`src/rtl/mcs51_mon_pkg.sv`:
```
// Shared types and constants for the mcs51 test monitor.
// FSM states, result encoding and CRC-16/CCITT-FALSE constants.
package mcs51_mon_pkg;

  typedef enum logic [2:0] {
    IDLE,
    RUN,
    RD,
    EMIT,
    DONE
  } state_t;

  typedef enum logic [1:0] {
    RES_NONE,
    RES_PASS,
    RES_FAIL,
    RES_TIMEOUT
  } result_t;

  localparam logic [15:0] CRC16_POLY = 16'h1021;
  localparam logic [15:0] CRC16_INIT = 16'hFFFF;

endpackage

```
`src/rtl/mcs51_crc16_byte.sv`:
```
// One-byte combinational CRC-16/CCITT step, MSB first.
// Ports: crc (current), data (byte), crc_next (updated).
module mcs51_crc16_byte
  import mcs51_mon_pkg::*;
(
  input  logic [15:0] crc,
  input  logic [7:0]  data,
  output logic [15:0] crc_next
);

  logic [15:0] c;

  always_comb begin
    c = crc ^ {data, 8'h00};
    for (int i = 0; i < 8; i++) begin
      if (c[15]) c = (c << 1) ^ CRC16_POLY;
      else       c = c << 1;
    end
    crc_next = c;
  end

endmodule

```
`src/rtl/mcs51_test_monitor.sv`:
```
// Completion monitor + XDATA window dump engine for mcs51 regressions.
// Ports: start/cfg_* config, xw_* snoop, mem_rd_* read port,
//   dump_* valid/ready beat stream, busy/done/pass/fail/timeout status,
//   cycle_count; signature[15:0] only with MCS51_MON_SIGNATURE_EN.
module mcs51_test_monitor
  import mcs51_mon_pkg::*;
#(
  parameter int                ADDR_W        = 16,
  parameter int                DATA_W        = 8,
  parameter int                CYCLE_W       = 32,
  parameter logic [ADDR_W-1:0] SENTINEL_ADDR = 16'hFFFE,
  parameter logic [DATA_W-1:0] PASS_CODE     = 8'hA5,
  parameter logic [DATA_W-1:0] FAIL_CODE     = 8'h5A
) (
  input  logic               clk,
  input  logic               reset_n,
  input  logic               start,
  input  logic [ADDR_W-1:0]  cfg_begin,
  input  logic [ADDR_W-1:0]  cfg_end,
  input  logic [CYCLE_W-1:0] cfg_max,
  input  logic               xw_en,
  input  logic [ADDR_W-1:0]  xw_addr,
  input  logic [DATA_W-1:0]  xw_data,
  output logic               mem_rd_en,
  output logic [ADDR_W-1:0]  mem_rd_addr,
  input  logic [DATA_W-1:0]  mem_rd_data,
  output logic               dump_valid,
  input  logic               dump_ready,
  output logic [ADDR_W-1:0]  dump_addr,
  output logic [DATA_W-1:0]  dump_data,
  output logic               dump_last,
  output logic               busy,
  output logic               done,
  output logic               pass,
  output logic               fail,
  output logic               timeout,
  output logic [CYCLE_W-1:0] cycle_count
`ifdef MCS51_MON_SIGNATURE_EN
  ,
  output logic [15:0]        signature
`endif
);

  state_t            state, state_n;
  result_t           res;
  logic [ADDR_W-1:0] beg_q, end_q, addr;
  logic [CYCLE_W-1:0] max_q;
  logic [DATA_W-1:0] beat_q;
  logic              fresh, done_q;
  logic              hit, is_pass, is_fail, tmo;
  logic              go, hs, last;

  assign hit     = xw_en && (xw_addr == SENTINEL_ADDR);
  assign is_pass = hit && (xw_data == PASS_CODE);
  assign is_fail = hit && (xw_data == FAIL_CODE);
  assign tmo     = (max_q != '0) &&
                   (cycle_count == max_q - 1'b1);
  assign go      = start &&
                   (state == IDLE || state == DONE);
  assign hs      = (state == EMIT) && dump_ready;
  // compared before increment so an all-ones end never wraps
  assign last    = (addr == end_q);

  always_ff @(posedge clk or negedge reset_n) begin
    if (!reset_n) state <= IDLE;
    else          state <= state_n;
  end

  always_comb begin
    state_n = state;
    unique case (state)
      IDLE, DONE: if (start) state_n = RUN;
      RUN: begin
        if (is_pass || is_fail || tmo)
          state_n = (beg_q > end_q) ? DONE : RD;
      end
      RD:   state_n = EMIT;
      EMIT: begin
        if (dump_ready) state_n = last ? DONE : RD;
      end
      default: state_n = IDLE;
    endcase
  end

  always_ff @(posedge clk or negedge reset_n) begin
    if (!reset_n) begin
      res         <= RES_NONE;
      beg_q       <= '0;
      end_q       <= '0;
      max_q       <= '0;
      addr        <= '0;
      beat_q      <= '0;
      fresh       <= 1'b0;
      done_q      <= 1'b0;
      cycle_count <= '0;
    end else begin
      fresh <= 1'b0;
      if (go) begin
        beg_q       <= cfg_begin;
        end_q       <= cfg_end;
        max_q       <= cfg_max;
        addr        <= cfg_begin;
        cycle_count <= '0;
        res         <= RES_NONE;
        done_q      <= 1'b0;
      end
      if (state == RUN) begin
        cycle_count <= cycle_count + 1'b1;
        if (is_pass)      res <= RES_PASS;
        else if (is_fail) res <= RES_FAIL;
        else if (tmo)     res <= RES_TIMEOUT;
        if (state_n == DONE) done_q <= 1'b1;
      end
      if (state == RD) fresh  <= 1'b1;
      if (fresh)       beat_q <= mem_rd_data;
      if (hs) begin
        if (last) done_q <= 1'b1;
        else      addr   <= addr + 1'b1;
      end
    end
  end

  // read data lands in the first EMIT cycle; forward it,
  // then hold the captured copy while the sink stalls
  assign dump_data   = fresh ? mem_rd_data : beat_q;
  assign dump_valid  = (state == EMIT);
  assign dump_addr   = addr;
  assign dump_last   = dump_valid && last;
  assign mem_rd_en   = (state == RD);
  assign mem_rd_addr = addr;
  assign busy        = state inside {RUN, RD, EMIT};
  assign done        = done_q;
  assign pass        = (res == RES_PASS);
  assign fail        = (res == RES_FAIL);
  assign timeout     = (res == RES_TIMEOUT);

`ifdef MCS51_MON_SIGNATURE_EN
  logic [15:0] crc_next;

  mcs51_crc16_byte u_crc (
    .crc      (signature),
    .data     (dump_data),
    .crc_next (crc_next)
  );

  always_ff @(posedge clk or negedge reset_n) begin
    if (!reset_n)  signature <= CRC16_INIT;
    else if (go)   signature <= CRC16_INIT;
    else if (hs)   signature <= crc_next;
  end
`endif

endmodule

```
`config.mk`:
```
export PLATFORM = sky130hd
export DESIGN_NAME = mcs51_test_monitor
export DESIGN_NICKNAME = d
export VERILOG_FILES = /design/src/rtl/mcs51_mon_pkg.sv /design/src/rtl/mcs51_crc16_byte.sv /design/src/rtl/mcs51_test_monitor.sv
export SDC_FILE = /design/constraint.sdc
export NUM_CORES = 1
export LEC_CHECK = 0
export CAP_MARGIN = 10
export CORE_MARGIN = 10
export CORE_UTILIZATION = 47
export CTS_BUF_LIST = sky130_fd_sc_hd__clkbuf_8
export DETAILED_ROUTE_END_ITERATION = 8
export GPL_TIMING_DRIVEN = 0
export PLACE_DENSITY = 0.78
export SYNTH_ARGS = -nofsm -noshare
export SYNTH_HDL_FRONTEND = slang
export SYNTH_HIERARCHICAL = 1
export SYNTH_SLANG_ARGS = --single-unit
```
`constraint.sdc`:
```
create_clock -name clk -period 3 [get_ports clk]
set_input_delay 0.3 -clock clk [delete_from_list [all_inputs] [get_ports clk]]
set_output_delay 0.3 -clock clk [all_outputs]
set_load 0.03 [all_outputs]
```
==> results by group <==
Pwr
  – Combinational Power Share: 16.1%
  – VDD IR-drop max: 0.000293 V
  – Share of power burned in registers: approximately 45%
  – Clock share of power: around two fifths
  – Sw frac: 27.0%
  – Pint: just over 0.003 W
  – Pleak: roughly 4.5 nW
  – Switching power: around 0.0011 W
  – Power Dens Cells: 417 nW/um^2

Routing
  – DRC violations left: 0
  – Final antenna-violating net count: 0
  – WL final: approximately 23000 um
  – Via count: around 7100
  – Avg WL per Cell: roughly 18 um
  – Via density per instance: approximately 5.5
  – Pre-Repair DR Iteration Count: 5
  – Drt initial violations: approximately 540

Timing
  – Layout Skew: 0.0111 ns
  – Period utilization: 97.4%
  – Pins Over Slew Limit: 0
  – Slew @ Worst Pin: around 0.81 ns
  – Max Freq: about 340 MHz
  – Slew HR: between 40% and 50%
  – Setup-failing EPs final: 0
  – Worst setup margin: 0.0783 ns
  – Final worst path period need: 2.92 ns
  – Setup TNS: 0 ns
  – Final Hold Fails: 0

Setup path
  – CP dominant cell by count: nor4_4
  – Critical-path cell list: nor4_4 > nand4_4 > nor4_4 > mux2_4 > a31oi_2 > o2111ai_2 > nor4_4 > buf_4 > nor4_1 > a211o_1
  – Worst R2R Setup Slack: 0.08 ns
  – Worst stage delay on the critical path: roughly 0.46 ns
  – Worst Setup End Kind: flop
  – Launch point of the worst path: max_q[14]
  – Worst Path Required: ~3.4 ns
  – Worst Setup EP: state[0]
  – Crit path max fanout: 6
  – Crit path max-delay family: simple AND/OR/NAND/NOR gates
  – Worst setup SP type: flop
  – Instance count on the critical path: 10
  – R2r endpoint: state[0]
  – Buf+Inv Stages, Crit Path: 1
  – R2R depth: 10
  – CP arrival: between 3 and 4 ns
  – Critical path class: reg -> reg
  – Slowest cell on crit path: dfrtp_2
  – Worst R2R Start: max_q[14]

Floorplanning
  – I/O Pins: around 180
  – DIE HEIGHT: 146 um
  – Chip width: approximately 150 um
  – Die ar.: between 20000 and 25000 um^2
  – FP Rows: 45
  – Core Region: around 15000 um^2
  – Initial core utilization: 48.4%

Finish
  – Antenna cells: 0
  – Share of layout cells above drive strength 1: 10.6%
  – Most frequent cells in the layout: 213 x nand2_1, 178 x clkdlybuf4s50_1, 120 x dfrtp_1
  – Commonest non-fill, non-tap cell in the layout: nand2_1
  – Final #Nets: 1177
  – Synth-to-Final Area Change: 36.7%
  – Filler instances: about 1300

Yosys
  – Share of the synthesized area in the top cell type: ~43%
  – Area contributors post-synth: dfrtp_1 43%, nand2_1 11%, xor2_1 4.1%, o21ai_0 3.8%, ha_1 3.2%
  – Synth Area in Compound Gates: between 10% and 20%
  – Post-synth net total: between 900 and 1000
  – Post-Synth XOR/XNOR Area: approximately 6.6%
  – Adder-cell area share of the yosys netlist: 3.21%
  – Synth async-reset ratio: 100%
  – Simple-Gate Fraction of Synth Area: 27.3%
  – Ys flop type: dfrtp_1
  – Cells after synthesis: approximately 850
  – Largest family of logic cells by synthesized area: simple AND/OR/NAND/NOR gates
  – Synth warn: 6
  – Cell variety after synth: 62
  – Synthesized flop and latch total: between 100 and 150
  – Mapped cell area: approximately 7400 um^2
  – Post-synthesis sequential area ratio: between 40% and 50%
  – Post-synth EDFFs: 0
  – Dominant cell type by area after synthesis: dfrtp_1
  – Mapped Avg Cell Area: between 8 and 9 um^2
  – Post-synthesis mux area share: 2.74%

Clock tree
  – Worst-skew pair later-pin latency: 0.46 ns
  – Clock-pin slew on the worst setup and hold paths: approximately 0.080 ns
  – Clk sinks: about 130
  – Clk root buf: clkbuf_8
  – H-tree Lvls: 4
  – CTS tree: done
  – Total CTS buffers: 17
  – Clock buffer depth: 2

Place
  – Port bufs: 180
  – Routability congestion estimate: approximately 0.90
  – DPL Wire Length: ~17000 um
  – Pre-CTS setup slack: -0.289 ns

Global routing
  – GRT overflow: 0
  – First-pass GRT wire length: 37300 um
  – Largest net degree at the start of global routing: 89
  – All-Layer GR Usage: roughly 22%
  – Initial antenna violation count: 0
  – Number of global-route vias before repair: 7115

Outcome
  – Status: finished, final reports clean

Job
  – Max Cap Viol: 0

Hold path
  – Worst hold path type: in -> async
through the flow:
step	power [W]	area (um^2)	cells	hold WS (ns)	util [%]
3_5_place_dp	0.00258	9500	1241	0.233	62.1
2_1_floorplan	0.00224	7410	849	0.00441	-
4_1_cts	0.00424	9980	1275	0.312	65.2
6_report	0.00423	10100	1281	0.335	66.1
3_3_place_gp	0.00257	9470	1240	0.467	61.9
5_1_grt	0.00440	10100	1281	0.355	66.1
cell usage after synthesis, drive strengths merged (5+ instances only):
cell type and instances:
a211oi 11, a21o 7, a21oi 22, a31oi 5, and3 9, buf 25
clkbuf 26, dfrtp 127, ha 19, inv 24, mux2 10, mux2i 9
nand2 213, nand2b 5, nand3 37, nand4 16, nor2 54, nor2b 7
nor3 16, nor4 28, o211ai 7, o21ai 57, o22ai 5, o31ai 9
xnor2 21, xor2 35
cell families after synthesis:
group                      after synthesis
DFF                                    127
and+or+nand+nor                        410
AOI/OAI and AO/OA                      143
adders and majority gates               19
muxes                                   19
xor gates and xnor gates                56
buffers and inverters                   75
flip-flops by register name, summed over array words and instances (netlist names):
register,count
res,2
dump_addr,16
cycle_count,32
end_q,16
max_q,32
done,1
beg_q,16
fresh,1
beat_q,8
state,3
worst min path at each step:
stage	to	start	cells after the start	slack [ns]
finish	beat_q[1]	reset_n	2	0.34
global route	beat_q[4]	reset_n	2	0.35
CTS	beat_q[1]	reset_n	2	0.31
detailed placement	beat_q[1]	reset_n	1	0.23
global placement	beg_q[4]	beg_q[4]	2	0.47
floorplan	beat_q[0]	reset_n	0	0.004
power by group through the flow:
stage / clock (W) / sequential, W / combinational (W)
2_1_floorplan: 0 / 0.00195 / 0.000290
3_3_place_gp: 0 / 0.00192 / 0.000646
3_5_place_dp: 0 / 0.00192 / 0.000659
4_1_cts: 0.00168 / 0.00189 / 0.000669
5_1_grt: 0.00175 / 0.00191 / 0.000742
6_report: 0.00165 / 0.00190 / 0.000681
layer usage:
metal / track usage, % / up-vias / part of all wire, %
met4: 7.08 / 0 / 2.2
met2: 35.2 / 268 / 48
li1: - / 3362 / -
met1: 27.0 / 3381 / 43
met3: 5.68 / 46 / 6.5
met5: 0 / - / 0
repair_timing:
item	4_1_cts	5_1_grt
setup buffers	1	7
gates resized for setup	4	21
hold buffers	1	0
setup endpoints to repair	7	25
pin swaps	1	7
endpoints found under the hold margin	39	0
layout make-up:
cell class,instances,area [um^2],share of cell area [%]
tap,211,264,2.61
clock buffer,20,275,2.72
multi-input combinational,647,3960,39.1
clock inverter,12,165,1.63
timing repair buffer,190,1900,18.8
sequential,127,3190,31.5
buffer,50,284,2.80
inverter,24,90.1,0.890
Note: power is estimated with default switching activity, not from simulation.
